==> config.mk <==
export PLATFORM = sky130hd
export DESIGN_NAME = seq_alu
export DESIGN_NICKNAME = d
export VERILOG_FILES = /design/src/rtl/seq_alu_pkg.sv /design/src/rtl/seq_alu_mul.sv /design/src/rtl/seq_alu.sv
export SDC_FILE = /design/constraint.sdc
export NUM_CORES = 1
export LEC_CHECK = 0
export CAP_MARGIN = 30
export CORE_UTILIZATION = 40
export CTS_CLUSTER_SIZE = 24
export DETAILED_ROUTE_END_ITERATION = 10
export MAX_ROUTING_LAYER = met4
export PLACE_DENSITY_LB_ADDON = 0.08
export SYNTH_ARGS = -nofsm -noshare
export SYNTH_HDL_FRONTEND = slang
export SYNTH_SLANG_ARGS = --single-unit
export TNS_END_PERCENT = 20
==> constraint.sdc <==
create_clock -name CLK -period 5 [get_ports CLK]
set_input_delay 0.5 -clock CLK [delete_from_list [all_inputs] [get_ports CLK]]
set_output_delay 0.5 -clock CLK [all_outputs]
set_load 0.05 [all_outputs]
==> src/rtl/seq_alu_pkg.sv <==
// seq_alu shared definitions: opcodes, FSM state, counter width.
// Build option SEQ_ALU_SIGNED_MULT_EN selects two's complement MULT.
package seq_alu_pkg;

  localparam logic [2:0] OP_ADD  = 3'b000;
  localparam logic [2:0] OP_SUB  = 3'b001;
  localparam logic [2:0] OP_MULT = 3'b010;
  localparam logic [2:0] OP_AND  = 3'b011;
  localparam logic [2:0] OP_OR   = 3'b100;
  localparam logic [2:0] OP_NAND = 3'b101;
  localparam logic [2:0] OP_NOR  = 3'b110;
  localparam logic [2:0] OP_XOR  = 3'b111;

  typedef enum logic {
    IDLE,
    MUL
  } state_e;

  function automatic int cnt_w(input int w);
    return $clog2(w + 1);
  endfunction

endpackage

==> src/rtl/seq_alu_mul.sv <==
// Radix-2 shift-add multiplier datapath, one multiplier bit per clock.
// SEQ_ALU_SIGNED_MULT_EN: sign-extended sum, subtract on last step.
module seq_alu_mul
  import seq_alu_pkg::*;
#(
  parameter int WIDTH = 32
) (
  input  logic               CLK,
  input  logic               RST_N,
  input  logic               load,
  input  logic               step,
  input  logic [WIDTH-1:0]   mcand_in,
  input  logic [WIDTH-1:0]   mplier_in,
  output logic               last,
  output logic [2*WIDTH-1:0] prod_next
);

  localparam int CW = cnt_w(WIDTH);

  logic [WIDTH-1:0]   mcand_q, mcand_d;
  logic [2*WIDTH-1:0] acc_q, acc_d;
  logic [CW-1:0]      cnt_q, cnt_d;
  logic [WIDTH:0]     ext_hi, ext_mc, sum;

  assign last = (cnt_q == CW'(WIDTH - 1));

`ifdef SEQ_ALU_SIGNED_MULT_EN
  assign ext_hi = {acc_q[2*WIDTH-1], acc_q[2*WIDTH-1:WIDTH]};
  assign ext_mc = {mcand_q[WIDTH-1], mcand_q};
`else
  assign ext_hi = {1'b0, acc_q[2*WIDTH-1:WIDTH]};
  assign ext_mc = {1'b0, mcand_q};
`endif

  always_comb begin
    sum = ext_hi;
    if (acc_q[0]) begin
`ifdef SEQ_ALU_SIGNED_MULT_EN
      // the top multiplier bit carries negative weight
      sum = last ? (ext_hi - ext_mc) : (ext_hi + ext_mc);
`else
      sum = ext_hi + ext_mc;
`endif
    end
  end

  // sum[WIDTH] enters at the top: carry or sign bit
  assign prod_next = {sum, acc_q[WIDTH-1:1]};

  always_comb begin
    mcand_d = mcand_q;
    acc_d   = acc_q;
    cnt_d   = cnt_q;
    if (load) begin
      mcand_d = mcand_in;
      acc_d   = {{WIDTH{1'b0}}, mplier_in};
      cnt_d   = '0;
    end else if (step) begin
      acc_d = prod_next;
      cnt_d = cnt_q + CW'(1);
    end
  end

  always_ff @(posedge CLK or negedge RST_N) begin
    if (!RST_N) begin
      mcand_q <= '0;
      acc_q   <= '0;
      cnt_q   <= '0;
    end else begin
      mcand_q <= mcand_d;
      acc_q   <= acc_d;
      cnt_q   <= cnt_d;
    end
  end

endmodule

==> src/rtl/seq_alu.sv <==
// Handshaked sequential ALU: single-cycle ops plus iterative MULT.
// Build option SEQ_ALU_SIGNED_MULT_EN selects two's complement MULT.
module seq_alu
  import seq_alu_pkg::*;
#(
  parameter int WIDTH = 32
) (
  input  logic             CLK,
  input  logic             RST_N,
  input  logic             start,
  input  logic [2:0]       op,
  input  logic [WIDTH-1:0] inp1,
  input  logic [WIDTH-1:0] inp2,
  output logic             busy,
  output logic             done,
  output logic [WIDTH-1:0] out,
  output logic [WIDTH-1:0] out_hi,
  output logic             zero
);

  state_e             state_q, state_d;
  logic               busy_q, busy_d;
  logic               done_q, done_d;
  logic               zero_q, zero_d;
  logic [WIDTH-1:0]   out_q, out_d;
  logic [WIDTH-1:0]   out_hi_q, out_hi_d;
  logic               accept, load, step, last;
  logic [2*WIDTH-1:0] prod_next;
  logic [WIDTH:0]     alu;

  assign accept = start && (state_q == IDLE);
  assign load   = accept && (op == OP_MULT);
  assign step   = (state_q == MUL);

  seq_alu_mul #(.WIDTH(WIDTH)) u_mul (
    .CLK       (CLK),
    .RST_N     (RST_N),
    .load      (load),
    .step      (step),
    .mcand_in  (inp1),
    .mplier_in (inp2),
    .last      (last),
    .prod_next (prod_next)
  );

  // bit WIDTH is carry/borrow for ADD/SUB, zero otherwise
  always_comb begin
    alu = '0;
    unique case (op)
      OP_ADD:  alu = {1'b0, inp1} + {1'b0, inp2};
      OP_SUB:  alu = {1'b0, inp1} - {1'b0, inp2};
      OP_MULT: alu = '0;
      OP_AND:  alu = {1'b0, inp1 & inp2};
      OP_OR:   alu = {1'b0, inp1 | inp2};
      OP_NAND: alu = {1'b0, ~(inp1 & inp2)};
      OP_NOR:  alu = {1'b0, ~(inp1 | inp2)};
      OP_XOR:  alu = {1'b0, inp1 ^ inp2};
    endcase
  end

  always_comb begin
    state_d  = state_q;
    busy_d   = busy_q;
    done_d   = 1'b0;
    out_d    = out_q;
    out_hi_d = out_hi_q;
    zero_d   = zero_q;
    unique case (state_q)
      IDLE: begin
        if (load) begin
          state_d = MUL;
          busy_d  = 1'b1;
        end else if (accept) begin
          out_d    = alu[WIDTH-1:0];
          out_hi_d = {{(WIDTH-1){1'b0}}, alu[WIDTH]};
          zero_d   = (alu[WIDTH-1:0] == '0);
          done_d   = 1'b1;
        end
      end
      MUL: begin
        if (last) begin
          state_d  = IDLE;
          busy_d   = 1'b0;
          done_d   = 1'b1;
          out_d    = prod_next[WIDTH-1:0];
          out_hi_d = prod_next[2*WIDTH-1:WIDTH];
          zero_d   = (prod_next == '0);
        end
      end
    endcase
  end

  always_ff @(posedge CLK or negedge RST_N) begin
    if (!RST_N) begin
      state_q  <= IDLE;
      busy_q   <= 1'b0;
      done_q   <= 1'b0;
      out_q    <= '0;
      out_hi_q <= '0;
      zero_q   <= 1'b0;
    end else begin
      state_q  <= state_d;
      busy_q   <= busy_d;
      done_q   <= done_d;
      out_q    <= out_d;
      out_hi_q <= out_hi_d;
      zero_q   <= zero_d;
    end
  end

  assign busy   = busy_q;
  assign done   = done_q;
  assign out    = out_q;
  assign out_hi = out_hi_q;
  assign zero   = zero_q;

endmodule

==> metrics.txt, run 1 <==
antenna violations before repair 2; number of DRC markers after the initial detailed-route iteration 963; arrival time worst endpoint 4940 ps; clock latency on the worst-skew pair 460 ps; number of buffers added on ports 136; global route total overflow 0; vias in the first global route roughly 13000; Seq cells post-synth 170; pin count of the biggest net entering global routing 105; number of iterations in the first detailed-routing pass 5; proportion of layout cells with a drive suffix above 1 13.9%; relative contribution of the clock network to total power between 10% and 20%; required time of the critical path 5350 ps; Final ANT Viol Nets 0; combinational family with the most area after synthesis compound AO/OA/AOI/OAI gates; fraction of post-synthesis cell area in the top cell type by area between 20 and 30%; biggest cell delay along the critical path 470 ps; diodes inserted 0; via/cell ratio 5.67; simple-gate portion of the synthesized area 18.3%; Critical Path Slowest Stage Cell sky130_fd_sc_hd__or4_1; top area cells in the synthesized netlist sky130_fd_sc_hd__dfrtp_1, sky130_fd_sc_hd__ha_1, sky130_fd_sc_hd__nand2_1; f_max 0.218 GHz; PwrDens 551 nW/µm²; initial standard-cell utilization of the core between 40% and 50%; Setup crit start inp2[3]; sequential share of the synthesized area just under 30%; Crit Path Class in2reg; clock transition at the registers of the reported paths 70 ps; worst reg2reg path depth 12; fraction of power consumed by combinational cells between 50% and 60%; Max Clock Skew approximately 12 ps; Post-Route Utilization just over 50%; Area Growth Syn to Fin 23.6%; total of fill cells in the finished design 3387; CORE AREA 34800 µm²; startpoint class of the critical path input pin; final hold slack 23.2 ps; Max-Cap Viols 0; Die Width 191 µm; leading area contributor after synthesis sky130_fd_sc_hd__dfrtp_1; post-layout net count roughly 2200; synthesized-area fraction occupied by xor and xnor cells 6.01%; most common cell type on the critical path sky130_fd_sc_hd__buf_4; crit path capture zero$_DFFE_PN0P_; relative contribution of sequential cells to total power 26.3%; critical-path cell list clkdlybuf4s50_1 -> inv_1 -> nand4_1 -> nor2_1 -> nand2_1 -> or4_1 -> o41ai_2 -> xnor2_1 -> ha_1 -> o21a_1 -> a21oi_2 -> nand3b_1 -> o22ai_1 -> buf_4 -> o31ai_2 -> buf_4 -> xor2_1 -> a222oi_1 -> nand4_1 -> nor4_2 -> buf_4 -> a21oi_1 -> o31ai_1; Clock Root Buffer sky130_fd_sc_hd__clkbuf_16; reported net switching power 0.00471 W; commonest non-fill, non-tap cell in the layout sky130_fd_sc_hd__nand2_1; measured slew at the worst slew-check pin 992 ps; adder and majority cell fraction of the synthesized area 11.7%; post-synth cell types 80; vertical extent of the die 191 µm; synthesized instance count 1770; max-slew violation total from the final report 0; register-to-register setup slack 590 ps; startpoint of the worst register-to-register path u_mul.acc_q[45]$_DFFE_PN0P_; compound-cell area share of the yosys netlist about a quarter; cell internal pwr 0.00502 W; GRT Util Overall 28.4%; global-route wire length before repair a little under 80 mm; top fanout value on the critical path 6; post-detailed-placement half-perimeter wirelength 38.2 mm; Cell Rows 68; GP Congestion between 0.9 and 1; H-Tree Level Count 4; dominant synthesized flop cell sky130_fd_sc_hd__dfrtp_1; fraction of synthesized area in multiplexers about 5.6%; leakage component of the power 8.23 nW; Net Count, Synth roughly 2000; type of element capturing the critical path flip-flop; number of endpoints with negative hold slack in the final report 0; clock buffers created by TritonCTS 17; min cycle time layout about 4600 ps; total of endpoints with negative setup slack in the final report 0; number of enable flip-flop cells after synthesis 0; commonest non-fill, non-tap cells in the layout sky130_fd_sc_hd__nand2_1, sky130_fd_sc_hd__dfrtp_1, sky130_fd_sc_hd__buf_4; setup repair after global routing missed its margin false; Routed wire per std cell 20.2 µm; reg-to-reg endpoint zero$_DFFE_PN0P_; slew margin rel. 33.7%; total number of vias between 10000 and 15000; result of the run completed; clock tree from TritonCTS done; async set or reset register ratio after synthesis 100%; switching share of power 48.4%; clk sinks 170; DR DRC count 0; floorplan die area 36400 µm²; Ports 137; summed instance area of the synthesized netlist 14300 µm²; Post-Route WL 49.3 mm; worst supply voltage drop on vdd 420 µV; clk buf depth 2; path type of the worst min-delay path in2async; Pwr Total 0.00973 W; final critical-path share of the clock period 91.7%; average size of a mapped cell ~8.1 µm²; number of warnings printed during yosys synthesis 0
power by group through the flow:
stage,clock network [W],registers [W],logic (W)
after global placement,0,0.00257,0.00571
final,0.00138,0.00256,0.00579
after global routing,0.00146,0.00264,0.00634
after detailed placement,0,0.00258,0.00576
after floorplan,0,0.00308,0.00341
after CTS,0.00141,0.00256,0.00579
cell families (layout without fill, tap and decap cells):
family / Yosys count / after routing
AND/OR/NAND/NOR: 580 / 580
flip-flops: 170 / 170
XOR/XNOR: 98 / 98
multiplexers: 72 / 72
adder cells (fa/ha/maj): 132 / 132
AO/OA/AOI/OAI: 519 / 519
buffers and inverters: 199 / 417
synthesized netlist by cell type, types with 6 or more instances:
library cell                 n
sky130_fd_sc_hd__nand3_1    22
sky130_fd_sc_hd__nand2b_1   24
sky130_fd_sc_hd__or4_1       7
sky130_fd_sc_hd__xnor2_1    65
sky130_fd_sc_hd__nor4_1     22
sky130_fd_sc_hd__nor2_1    122
sky130_fd_sc_hd__a211oi_1   31
sky130_fd_sc_hd__a211o_1     7
sky130_fd_sc_hd__o211ai_1   14
sky130_fd_sc_hd__mux2_2     50
sky130_fd_sc_hd__nand2_1   279
sky130_fd_sc_hd__mux2i_1    20
sky130_fd_sc_hd__and2_1      6
sky130_fd_sc_hd__o21bai_1   10
sky130_fd_sc_hd__a21oi_1   147
sky130_fd_sc_hd__xor2_1     33
sky130_fd_sc_hd__o22ai_1    14
sky130_fd_sc_hd__nand4_1    26
sky130_fd_sc_hd__clkbuf_1   85
sky130_fd_sc_hd__inv_1      93
sky130_fd_sc_hd__or2_2       7
sky130_fd_sc_hd__nor2b_1     6
sky130_fd_sc_hd__a21o_1     42
sky130_fd_sc_hd__a22oi_1    45
sky130_fd_sc_hd__a22o_1     11
sky130_fd_sc_hd__buf_1      18
sky130_fd_sc_hd__o31ai_1    11
sky130_fd_sc_hd__nor3_1     27
sky130_fd_sc_hd__dfrtp_1   170
sky130_fd_sc_hd__o21ai_1     8
sky130_fd_sc_hd__a31oi_1    15
sky130_fd_sc_hd__o21a_1     11
sky130_fd_sc_hd__ha_1      130
sky130_fd_sc_hd__o21ai_0    99
sky130_fd_sc_hd__and3_1      9
critical path: cells and delay by family:
family / cells / cell delay, ps
AOI/OAI and AO/OA: 8 / 1470
and+or+nand+nor: 7 / 1330
buffers and inverters: 5 / 980
adders and majority gates: 1 / 340
xor gates and xnor gates: 2 / 310
metal layers:
metal | up-vias | track usage, % | part of all wire (%) | routed length [µm]
met3 | 59 | 2.88 | 3.7 | 1850
met4 | 0 | 7.11 | 1.9 | 947
met1 | 6706 | 39.7 | 48 | 23900
met2 | 369 | 43.9 | 46 | 22700
li1 | 6728 | - | - | -
met5 | - | - | 0 | 0
final cells by class:
class | instances | area, µm² | area share [%]
Clock buffer | 17 | 425 | 2.41
Clock inverter | 15 | 168 | 0.950
Inverter | 93 | 349 | 1.98
Multi-Input combinational cell | 1401 | 9340 | 52.9
Sequential cell | 170 | 4260 | 24.1
Tap cell | 455 | 569 | 3.23
Timing Repair Buffer | 292 | 2540 | 14.4
metrics by stage:
stage	instances	setup TNS [ps]	cell area [µm²]	worst slack (ps)
global route	2443	0	17600	7.31
CTS	2443	0	17600	208
detailed placement	2411	-223	17000	-223
floorplan	1770	0	14300	315
global placement	2411	-108	17000	-108
finish	2443	0	17600	414
how the worst min path moves through the flow:
stage | startpoint | endpoint | cells after the start
after global placement | out_hi[29]$_DFFE_PN0P_ | out_hi[29]$_DFFE_PN0P_ | 2
after floorplan | RST_N | busy$_DFFE_PN0P_ | 0
after detailed placement | out_hi[2]$_DFFE_PN0P_ | out_hi[2]$_DFFE_PN0P_ | 2
final | RST_N | out_hi[6]$_DFFE_PN0P_ | 1
after CTS | RST_N | out_hi[6]$_DFFE_PN0P_ | 1
after global routing | RST_N | out_hi[6]$_DFFE_PN0P_ | 1
flip-flops by register name (all words and copies together) (netlist names), 6 cells and up:
signal and count:
out 32, out_hi 32, u_mul.acc_q 64, u_mul.cnt_q 6, u_mul.mcand_q 32
repair_timing:
| item | in CTS | in global routing |
|---|---|---|
| hold buffers | 0 | 0 |
| gates resized for setup | 0 | 13 |
| setup endpoints to repair | 0 | 1 |
| buffers inserted | 0 | 0 |
(Power assumes the default switching activity.)
==> run 2, diff against run 1 <==
--- a/config.mk
+++ b/config.mk
@@ -13,5 +13,6 @@
 export PLACE_DENSITY_LB_ADDON = 0.08
 export SYNTH_ARGS = -nofsm -noshare
 export SYNTH_HDL_FRONTEND = slang
+export SYNTH_HIERARCHICAL = 1
 export SYNTH_SLANG_ARGS = --single-unit
 export TNS_END_PERCENT = 20
==> metrics.txt, run 2 <==
Pwr Total ~0.011 W; Die Width 197 µm; Post-Route WL approximately 54 mm; number of buffers added on ports roughly 140; total of fill cells in the finished design ~3600; Routed wire per std cell approximately 21 µm; clock tree from TritonCTS done; fraction of synthesized area in multiplexers 11.4%; commonest non-fill, non-tap cells in the layout sky130_fd_sc_hd__nand2_1, sky130_fd_sc_hd__buf_4, sky130_fd_sc_hd__dfrtp_1; number of endpoints with negative hold slack in the final report 0; via/cell ratio 5.65; adder and majority cell fraction of the synthesized area 11.0%; synthesized-area fraction occupied by xor and xnor cells 4.27%; clk buf depth 2; simple-gate portion of the synthesized area ~17%; total of endpoints with negative setup slack in the final report 0; vias in the first global route around 14000; Seq cells post-synth 170; measured slew at the worst slew-check pin slightly below 900 ps; vertical extent of the die 197 µm; commonest non-fill, non-tap cell in the layout sky130_fd_sc_hd__nand2_1; final hold slack 106 ps; post-synth cell types 97; average size of a mapped cell 8.38 µm²; type of element capturing the critical path flip-flop; final critical-path share of the clock period a little over nine tenths; top area cells in the synthesized netlist sky130_fd_sc_hd__dfrtp_1, sky130_fd_sc_hd__ha_1, sky130_fd_sc_hd__mux2i_1; clock transition at the registers of the reported paths 70 ps; synthesized instance count 1810; area occupied by registers 4260 µm²; fraction of post-synthesis cell area in the top cell type by area 28.0%; Clock Root Buffer sky130_fd_sc_hd__clkbuf_16; diodes inserted 0; pin count of the biggest net entering global routing 87; post-layout net count roughly 2300; Top reg by flops u_mul/acc_q; number of DRC markers after the initial detailed-route iteration 988; number of iterations in the first detailed-routing pass 7; clock latency on the worst-skew pair 440 ps; worst slack at placement -728 ps; Cell Rows 70; global-route wire length before repair between 80 and 90 mm; number of enable flip-flop cells after synthesis 0; leading area contributor after synthesis sky130_fd_sc_hd__dfrtp_1; setup repair after global routing missed its margin true; proportion of layout cells with a drive suffix above 1 20.1%; post-detailed-placement half-perimeter wirelength 41.5 mm; PwrDens 575 nW/µm²; clk sinks 170; H-Tree Level Count 4; global route total overflow 0; max-slew violation total from the final report 0; CORE AREA 37000 µm²; most used standard cell by instance count after synthesis sky130_fd_sc_hd__nand2_1; Placed Instances 2518; number of flip-flops under the largest register name 64; initial standard-cell utilization of the core 41.1%; final critical-path setup slack 138 ps; commonest cells in the synthesized netlist sky130_fd_sc_hd__nand2_1, sky130_fd_sc_hd__dfrtp_1, sky130_fd_sc_hd__nor2_1; summed instance area of the synthesized netlist 15200 µm²; Ports 137; total number of vias 14502; required time of the critical path 5340 ps; Net Count, Synth 2012; top fanout value on the critical path 3; worst supply voltage drop on vdd 432 µV; Max Clock Skew 12.1 ps; arrival time worst endpoint approximately 5200 ps; GRT Util Overall a little under 30%; leakage component of the power 8.67 nW; Area Growth Syn to Fin 25.2%; f_max between 0.2 and 0.25 GHz; Max-Cap Viols 0; combinational family with the most area after synthesis compound AO/OA/AOI/OAI gates; slew margin rel. 41.0%; dominant synthesized flop cell sky130_fd_sc_hd__dfrtp_1; DR DRC count 0; area of the multi-input gates 10100 µm²; number of warnings printed during yosys synthesis 6; sequential share of the synthesized area between 20% and 30%; antenna violations before repair 1; min cycle time layout slightly below 5000 ps; compound-cell area share of the yosys netlist between 20% and 30%; clock buffers created by TritonCTS 17; post-layout instance count excluding filler cells 2565; floorplan die area about 39000 µm²; Final ANT Viol Nets 0; path type of the worst min-delay path in2async; hold buffer count at CTS 0; Crit Path Class in2reg; result of the run completed; GP Congestion 0.932; startpoint class of the critical path input pin; async set or reset register ratio after synthesis 100%
[run 2: cells by family after synthesis]
logic type,count (synthesis)
mux,162
simple gates,576
fa+ha+maj,132
buf+inv,230
flops,170
xor+xnor,74
compound gates,466
[run 2: stage by stage]
stage	setup TNS (ps)	cell area (µm²)	utilization (%)
detailed placement	-2030	18000	48.7
finish	0	19000	51.4
global placement	-1720	18000	48.7
floorplan	0	15200	-
global route	-49.8	19000	51.4
CTS	0	18800	50.9
[run 2: metal layers]
layer  up-vias  track usage (%)  wire [µm]
li1       6999                -          -
met1      7021             38.7      25100
met2       407             45.7      24500
met3        75             2.96       2250
met4         0             9.76       1750
met5         -                -          0
[run 2: worst paths after layout]
kind / start / end / slack, ps / depth (start not counted)
worst max-delay path: inp2[1] / zero$_DFFE_PN0P_ / 140 / 21
worst min-delay path: RST_N / out[17]$_DFFE_PN0P_ / 110 / 1
worst max register to register: u_mul/mcand_q[0]$_DFFE_PN0P_ / zero$_DFFE_PN0P_ / 590 / 15
worst min register to register: out_hi[27]$_DFFE_PN0P_ / out_hi[27]$_DFFE_PN0P_ / 470 / 2
max in group asynchronous: RST_N / state_q$_DFF_PN0_ / 3920 / 2
min in group CLK: inp2[4] / u_mul/acc_q[4]$_DFFE_PN0P_ / 440 / 4
[run 2: power breakdown]
part	total, W	internal [W]	switching, W
Combinational	0.00691	0.00273	0.00418
Clock	0.00135	0.000722	0.000624
Sequential	0.00268	0.00205	0.000633
Total	0.0109	0.00550	0.00543
[run 2: area by class of cell]
| class | count | share of cell area (%) |
|---|---|---|
| well taps | 504 | 3.32 |
| repair buffers | 360 | 16.2 |
| clock buffers | 18 | 2.31 |
| clock inverters | 14 | 0.817 |
| multi-input cells | 1410 | 53.2 |
| flip-flops and latches | 170 | 22.4 |
| inverters | 89 | 1.76 |
[run 2: repair_timing]
item                       4_1_cts  5_1_grt
setup buffers                    8        7
setup endpoints to repair        1        1
pin swaps                       28       36
gates resized for setup         45       53
[run 2: worst max-delay path, stage by stage]
cell and delay [ps]:
sky130_fd_sc_hd__clkdlybuf4s15_1 190, sky130_fd_sc_hd__inv_2 90, sky130_fd_sc_hd__ha_4 140, sky130_fd_sc_hd__nand2_2 50, sky130_fd_sc_hd__or4_4 510, sky130_fd_sc_hd__or3_4 400
sky130_fd_sc_hd__nor2_4 120, sky130_fd_sc_hd__nand2_2 80, sky130_fd_sc_hd__o21ai_2 140, sky130_fd_sc_hd__xnor2_1 90, sky130_fd_sc_hd__ha_1 290, sky130_fd_sc_hd__nand4_1 100
sky130_fd_sc_hd__or2_1 270, sky130_fd_sc_hd__or3_1 400, sky130_fd_sc_hd__a31oi_2 170, sky130_fd_sc_hd__or3_1 130, sky130_fd_sc_hd__nand4_1 130, sky130_fd_sc_hd__a2111o_1 460
sky130_fd_sc_hd__nor4_4 260, sky130_fd_sc_hd__or4b_4 490, sky130_fd_sc_hd__o31ai_2 190
==> run 3, diff against run 2 <==
--- a/config.mk
+++ b/config.mk
@@ -6,11 +6,13 @@
 export NUM_CORES = 1
 export LEC_CHECK = 0
 export CAP_MARGIN = 30
+export CORE_MARGIN = 2
 export CORE_UTILIZATION = 40
 export CTS_CLUSTER_SIZE = 24
 export DETAILED_ROUTE_END_ITERATION = 10
 export MAX_ROUTING_LAYER = met4
 export PLACE_DENSITY_LB_ADDON = 0.08
+export SETUP_SLACK_MARGIN = 0.3
 export SYNTH_ARGS = -nofsm -noshare
 export SYNTH_HDL_FRONTEND = slang
 export SYNTH_HIERARCHICAL = 1
==> metrics.txt, run 3 (synthesis results as in run 2) <==
result of the run completed; crit path capture zero$_DFFE_PN0P_; path type of the worst min-delay path in2reg; worst supply voltage drop on vdd 672 µV; leakage component of the power 8.73 nW; global route total overflow 0; Clock Root Buffer sky130_fd_sc_hd__clkbuf_16; reg-to-reg endpoint zero$_DFFE_PN0P_; H-Tree Level Count 4; Cell Rows 71; Ports 137; Die Width 199 µm; total of endpoints with negative setup slack in the final report 0; initial standard-cell utilization of the core 40.5%; clock latency on the worst-skew pair 450 ps; startpoint class of the critical path input pin; placement-stage cell area 18000 µm²; launch instance of the worst min-delay path inp2[1]; number of buffers added on ports 136; clock buffers created by TritonCTS 17; CORE AREA between 30000 and 40000 µm²; arrival time worst endpoint 5020 ps; f_max 0.214 GHz; Top reg by flops u_mul/acc_q; GP Congestion 0.939; commonest non-fill, non-tap cell in the layout sky130_fd_sc_hd__buf_4; number of DRC markers after the initial detailed-route iteration 886; diodes inserted 0; Setup crit start inp2[8]; required time of the critical path 5360 ps; total negative slack 0 ps; cell area after layout 19100 µm²; Area Growth Syn to Fin 25.9%; total number of vias 14452; Max-Cap Viols 0; number of iterations in the first detailed-routing pass 5; Post-Route WL 54.3 mm; clock tree from TritonCTS done; min cycle time layout 4660 ps; vertical extent of the die 199 µm; final hold slack 392 ps; post-layout instance count excluding filler cells 2587; post-layout net count 2267; Routed wire per std cell 21.0 µm; clk sinks 170; Crit Path Class in2reg; Max Clock Skew 12.5 ps; DR DRC count 0; commonest non-fill, non-tap cells in the layout sky130_fd_sc_hd__buf_4, sky130_fd_sc_hd__nand2_1, sky130_fd_sc_hd__dfrtp_1; Pwr Total about 0.011 W; pin count of the biggest net entering global routing between 90 and 100; top fanout value on the critical path 4; max-slew violation total from the final report 0; setup repair after global routing missed its margin true; register-to-register setup slack roughly 740 ps; Placed Instances 2528; global-route wire length before repair 82.8 mm; number of flip-flops under the largest register name between 60 and 70; worst reg2reg path depth 15; post-detailed-placement half-perimeter wirelength around 42 mm; Final ANT Viol Nets 0; startpoint of the worst register-to-register path u_mul/acc_q[32]$_DFFE_PN0P_; floorplan die area just under 40000 µm²; slew margin rel. 39.2%; type of element capturing the critical path flip-flop; PwrDens 579 nW/µm²; antenna violations before repair 0; total of fill cells in the finished design 3662; GRT Util Overall around 29%; measured slew at the worst slew-check pin 912 ps; number of endpoints with negative hold slack in the final report 0; proportion of layout cells with a drive suffix above 1 20.7%; final critical-path share of the clock period around 93%; via/cell ratio between 5 and 6; clk buf depth 2; vias in the first global route 14193; clock transition at the registers of the reported paths 60 ps
-- run 3: cell count changes in the layout (fill, tap and decap cells not counted), moves of 3 or more --
cell / before / now
sky130_fd_sc_hd__clkbuf_2: 6 / 0
sky130_fd_sc_hd__bufinv_16: 1 / 4
sky130_fd_sc_hd__inv_1: 87 / 83
sky130_fd_sc_hd__buf_8: 0 / 3
sky130_fd_sc_hd__buf_12: 3 / 0
sky130_fd_sc_hd__buf_4: 212 / 234
sky130_fd_sc_hd__inv_8: 3 / 0
sky130_fd_sc_hd__inv_2: 2 / 5
sky130_fd_sc_hd__o21ai_1: 10 / 7
-- run 3: power by group --
part	leakage, nW	internal, W	total, W	switching, W
Combinational	6.35	0.00275	0.00692	0.00417
Sequential	2.08	0.00205	0.00269	0.000642
Clock	0.309	0.000872	0.00144	0.000565
Total	8.73	0.00567	0.0111	0.00538
-- run 3: layer usage --
| layer | global-route usage (%) | routed length (µm) | vias up | part of all wire [%] |
|---|---|---|---|---|
| li1 | - | - | 7009 | - |
| met1 | 37.7 | 25400 | 6978 | 47 |
| met2 | 45.4 | 25000 | 387 | 46 |
| met3 | 3.36 | 1980 | 78 | 3.6 |
| met4 | 10.1 | 1950 | 0 | 3.6 |
| met5 | - | 0 | - | 0 |
-- run 3: worst min path at each step --
stage / cells past startpoint / slack [ps] / endpoint
final: 4 / 390 / u_mul/acc_q[1]$_DFFE_PN0P_
after global routing: 4 / 390 / u_mul/acc_q[1]$_DFFE_PN0P_
after CTS: 1 / 180 / done$_DFF_PN0_
after detailed placement: 2 / 460 / out_hi[31]$_DFFE_PN0P_
after global placement: 2 / 450 / out_hi[23]$_DFFE_PN0P_
after floorplan: 0 / 200 / busy$_DFFE_PN0P_
-- run 3: critical path: stages --
cell                       delay (ps)
sky130_fd_sc_hd__buf_8            100
sky130_fd_sc_hd__inv_2             40
sky130_fd_sc_hd__nand4_1          130
sky130_fd_sc_hd__or4_4            570
sky130_fd_sc_hd__or3_4            390
sky130_fd_sc_hd__nor2_4           170
sky130_fd_sc_hd__nand2_2           90
sky130_fd_sc_hd__o21ai_2          130
sky130_fd_sc_hd__xnor2_1           80
sky130_fd_sc_hd__ha_1             320
sky130_fd_sc_hd__nand4_1          140
sky130_fd_sc_hd__or2_4            270
sky130_fd_sc_hd__or3_1            370
sky130_fd_sc_hd__a31oi_1          170
sky130_fd_sc_hd__or3_1            130
sky130_fd_sc_hd__nand4_1          150
sky130_fd_sc_hd__a2111o_1         430
sky130_fd_sc_hd__nor4_1           180
sky130_fd_sc_hd__or4b_4           490
sky130_fd_sc_hd__o31ai_2          170
-- run 3: area by class of cell --
type | instances | area [µm²] | share of cell area, %
Clock buffer | 20 | 467 | 2.44
Sequential cell | 170 | 4260 | 22.3
Inverter | 89 | 337 | 1.76
Timing Repair Buffer | 377 | 3210 | 16.8
Tap cell | 511 | 639 | 3.35
Clock inverter | 10 | 164 | 0.858
Multi-Input combinational cell | 1410 | 10000 | 52.5
-- run 3: repair_timing --
item / 4_1_cts / 5_1_grt
hold endpoints to repair: 0 / 6
setup buffers: 20 / 7
gates resized for setup: 69 / 35
pin swaps: 24 / 32
hold buffers: 0 / 1
endpoints found under the setup margin: 8 / 5
-- run 3: stage by stage --
| stage | utilization [%] | setup WS (ps) |
|---|---|---|
| 6_report | 51.0 | 336 |
| 4_1_cts | 50.4 | 203 |
| 5_1_grt | 51.0 | 183 |
| 3_5_place_dp | 48.1 | -740 |
| 3_3_place_gp | 48.0 | -632 |
| 2_1_floorplan | - | 171 |
==> variant 1: new RTL, flow settings as in run 3 <==
`WIDTH` is set to 32 in 2 places; all go to 24.
--- a/src/rtl/seq_alu_mul.sv
+++ b/src/rtl/seq_alu_mul.sv
@@ -4,5 +4,5 @@
   import seq_alu_pkg::*;
 #(
-  parameter int WIDTH = 32
+  parameter int WIDTH = 24
 ) (
   input  logic               CLK,
--- a/src/rtl/seq_alu.sv
+++ b/src/rtl/seq_alu.sv
@@ -4,5 +4,5 @@
   import seq_alu_pkg::*;
 #(
-  parameter int WIDTH = 32
+  parameter int WIDTH = 24
 ) (
   input  logic             CLK,
Ports: changed (resized inp1, inp2, out and out_hi); port bits go from 137 to 105. The function was not compared with the original's and may differ.
==> variant 1 against run 3 <==
- die area fell by 26%
- final area fell by 32%
- power fell by 32%
- fmax rose by 8.2%
- non-clock buffer count fell by 241
- sequential share of layout area rose by 2.5 points
- sequential cell count fell by 41
- wire length fell by 37%
- critical path depth fell by 3
- setup slack improved by 0.36 ns
- synthesized cell count fell by 27%
- register-to-register slack improved by 0.14 ns
- area after synthesis fell by 27%
- core utilization fell by 3.6 points
- largest cell class unchanged
- largest power group unchanged
==> variant 1: results (changes against run 3) <==
[cts]
cts_setup_buffers = 0  ; -100%
clock_latency_ns = 0.43  ; -0.02 ns

[routing]
dr_wl_met3_um = 1342  ; -32%
vias_per_cell = 5.590  ; about the same
drt_iter0_drc = 710  ; -20%
routedWlPerCell_um = 19.32  ; -8.0%
dr.pass1.iters = 6  ; +1
wl_met1_um = 16270  ; -36%
num_vias = 9878  ; -32%

[global_route]
grt_pass1_vias = 9591  ; -32%
grt_max_degree = 91  ; -8.1%
grt_pass1_wl_um = 53430  ; -35%
grtUsageMet3_pct = 3.400  ; +0.043 points

[synthesis]
synth_nets = 1476  ; -27%
synthAdderAreaFrac_pct = 11.51  ; +0.52 points
synth_area_leaders = dfrtp_1, ha_1, mux2i_1, nand2_1, mux2_2
synth_cell_types = 77  ; -21%

[timing]
max_freq_mhz = 232.1  ; +8.2%
tightest_slew_ns = 0.8730  ; -0.03911 ns

[setup_path]
worst_path_max_delay_cell = clkdlybuf4s50_1
cp.arrival_ns = 4.67  ; -0.35 ns
rr_startpoint = u_mul/mcand_q[0]
crit_fanout = 8  ; +4

[pwr]
p_leak_nw = 5.832  ; -33%

[worst_hold_path]
hp-class = input port to async pin

[placement]
place.gp.congestion = 0.8824  ; -6.0%
dp_slack_ns = 0.2170  ; +0.9574 ns
dp_hpwl_um = 25620  ; -39%
placed_cell_area_um2 = 12400  ; -31%

[finish]
n_fill_cell = 2764  ; -25%

[outcome]
status = finished, final reports clean

## variant 1: cell type report
class / count / area (µm²) / area share (%)
clock inverter: 14 / 202.7 / 1.554
clock buffer: 18 / 429.2 / 3.291
inverter: 67 / 251.5 / 1.928
sequential: 129 / 3232 / 24.78
multi-input combinational: 1025 / 7163 / 54.93
timing repair buffer: 136 / 1290 / 9.892
tap: 378 / 473.0 / 3.627
## variant 1: where the power goes
part / internal [W] / total, W / switching (W)
clock network: 0.000844 / 0.00136 / 0.000520
logic: 0.00166 / 0.00422 / 0.00255
registers: 0.00148 / 0.00196 / 0.000477
total: 0.00399 / 0.00754 / 0.00355
## variant 1: critical path: cells and delay by family
kind	cells	cell delay [ns]
XOR/XNOR	2	0.33
buffers and inverters	2	0.75
adder cells (fa/ha/maj)	1	0.38
AO/OA/AOI/OAI	7	1.48
AND/OR/NAND/NOR	5	1.22
## variant 1: timing repair
item,4_1_cts,5_1_grt
hold buffers,0,0
gates resized for setup,0,1
setup endpoints to repair,0,1
==> variant 2: new RTL, flow settings as in run 3 <==
Without the edit above. Remove the register `done_q`: a continuous assignment takes its place, so the output `done` follows one clock earlier.
--- a/src/rtl/seq_alu.sv
+++ b/src/rtl/seq_alu.sv
@@ -95,5 +95,4 @@
       state_q  <= IDLE;
       busy_q   <= 1'b0;
-      done_q   <= 1'b0;
       out_q    <= '0;
       out_hi_q <= '0;
@@ -102,5 +101,4 @@
       state_q  <= state_d;
       busy_q   <= busy_d;
-      done_q   <= done_d;
       out_q    <= out_d;
       out_hi_q <= out_hi_d;
@@ -108,4 +106,6 @@
     end
   end
+
+  assign done_q = done_d;
 
   assign busy   = busy_q;
Function: changed (a bounded check fails within 4 cycles, from zero or initial values and one cycle with RST_N low).
==> variant 2 against run 3 <==
- area after synthesis fell by 0.16%
- sequential share of layout area about the same
- fmax decreased by 2.5%
- power decreased by 0.95%
- synthesized cell count barely moved
- critical path depth decreased by 2
- setup slack got worse by 0.12 ns
- sequential cell count decreased by 1
- wire length fell by 1.1%
- final area down 0.59%
- critical endpoint unchanged
- largest cell class unchanged
- largest power group unchanged
==> variant 2: results (changes against run 3) <==
[outcome]
status = finished, final reports clean

[timing]
timing.hold.ws_ns = 0.09711  ; -0.2946 ns
setup_viol = 0  ; unchanged
fin_skew_ns = 0.01105  ; -0.001462 ns
tightest_slew_ns = 0.9894  ; +0.07736 ns

[setup_path]
worst_path_max_delay_cell = or4_4
rr_worst_depth = 15  ; unchanged
crit_family = simple AND/OR/NAND/NOR gates
rrSetupSlack_ns = 0.67  ; -0.07 ns
cp.arrival_ns = 5.14  ; +0.12 ns
cp_slowest_stage_delay_ns = 0.57  ; about the same
timing.rr.end = zero
crit_fanout = 4  ; unchanged
rr_startpoint = u_mul/acc_q[32]

[synthesis]
synth_common_cells = nand2_1, dfrtp_1, nor2_1
synth_cell_types = 97  ; unchanged
yosys.area.top_type_share_pct = 27.91  ; -0.12 points
ys_warn_count = 6  ; unchanged
synth_area_leaders = dfrtp_1, ha_1, mux2i_1, nand2_1, mux2_2
synth_compound_area_share_pct = 20.65  ; +0.034 points
synth_nets = 2011  ; -0.050%
synth_async_sr_flop_share_pct = 100.0  ; unchanged
synthAdderAreaFrac_pct = 11.00  ; +0.018 points
synth_xor_area_share_pct = 4.278  ; +0.0071 points
seq_area_frac_synth_pct = 27.91  ; -0.12 points
muxShareOfSynthArea_pct = 11.41  ; +0.019 points

[cts]
cts.reportedPaths.clkPinSlew_ns = 0.07
cts-root-buf = clkbuf_16
clock_latency_ns = 0.44
cts_buffers = 17  ; unchanged
clk_path_buf_depth = 2  ; unchanged
ctsHtreeMaxLevel = 4  ; unchanged

[finish]
largest_register_ffs = 64  ; unchanged
n_fill_cell = 3643  ; -0.52%
drive_above_1_share_pct = 20.38  ; -0.33 points
regMostFlops = u_mul/acc_q
nets = 2245  ; -0.97%

[worst_hold_path]
hp-class = input port to async pin

[global_route]
grt_pass1_wl_um = 83260  ; +0.58%
grt_max_degree = 90  ; -9.1%
antenna_found_initial = 0  ; unchanged
grt_use_total_pct = 28.40  ; -0.18 points

[pwr]
p_leak_nw = 8.652  ; -0.93%
clock_power_w = 0.00140  ; -3%
p_switching_w = 0.005381  ; about the same
ir_worst_vdd_mv = 0.4345  ; -35%
p_comb_w = 0.00686  ; -0.9%

[placement]
dp_hpwl_um = 41730  ; -1.2%
io_buffers = 136  ; unchanged
place.gp.congestion = 0.9282  ; -1.1%

[routing]
drt_iter0_drc = 884  ; -0.23%
drt-total-wl_um = 53700  ; -1.1%
dr.pass1.iters = 9  ; +4
num_vias = 14362  ; -0.62%

[variant 2: stage by stage]
stage / worst slack, ns / setup TNS, ns / cells / total power (W) / cell area (µm²)
after CTS: 0.2184 / 0 / 2559 / 0.01092 / 18780
after global routing: 0.02480 / 0 / 2567 / 0.01176 / 18980
after floorplan: 0.1713 / 0 / 1809 / 0.007511 / 15170
final: 0.2178 / 0 / 2569 / 0.01095 / 18990
after global placement: -0.6350 / -2.293 / 2518 / 0.009401 / 17960
after detailed placement: -0.7580 / -3.051 / 2518 / 0.009462 / 17960
[variant 2: repair_timing]
item,in CTS,in global routing
hold endpoints to repair,0,0
hold buffers,0,0
gates resized for setup,77,34
endpoints found under the setup margin,8,5
setup buffers,9,8
pin swaps,26,29
[variant 2: worst max-delay path by stage]
stage               startpoint  endpoint  slack (ns)  cells after the start
finish                inp2[10]      zero        0.22                     18
global route           inp2[7]      zero        0.02                     23
CTS                    inp2[3]      zero        0.22                     20
detailed placement     inp2[4]      zero       -0.76                     19
global placement       inp2[4]      zero       -0.63                     18
floorplan              inp2[1]      zero        0.17                     21
[variant 2: final cells by class]
type	count	area share [%]
multi-input combinational	1410	53.28
tap	511	3.367
sequential	169	22.29
clock buffer	17	2.240
inverter	89	1.759
timing repair buffer	356	16.03
clock inverter	15	1.008
antenna	2	0.02636
[variant 2: layer usage]
metal  up-vias  routed length [µm]  global-route usage, %
met4         0                1181                  6.827
met5         -                   0                      -
li1       6939                   -                      -
met3        58                1878                  2.848
met1      7032               25270                  37.99
met2       333               25370                  46.32
[variant 2: logic make-up after synthesis]
group / after synthesis
AOI/OAI and AO/OA: 466
adders and majority gates: 132
buffers and inverters: 230
and+or+nand+nor: 576
muxes: 162
xor gates and xnor gates: 74
DFF: 169
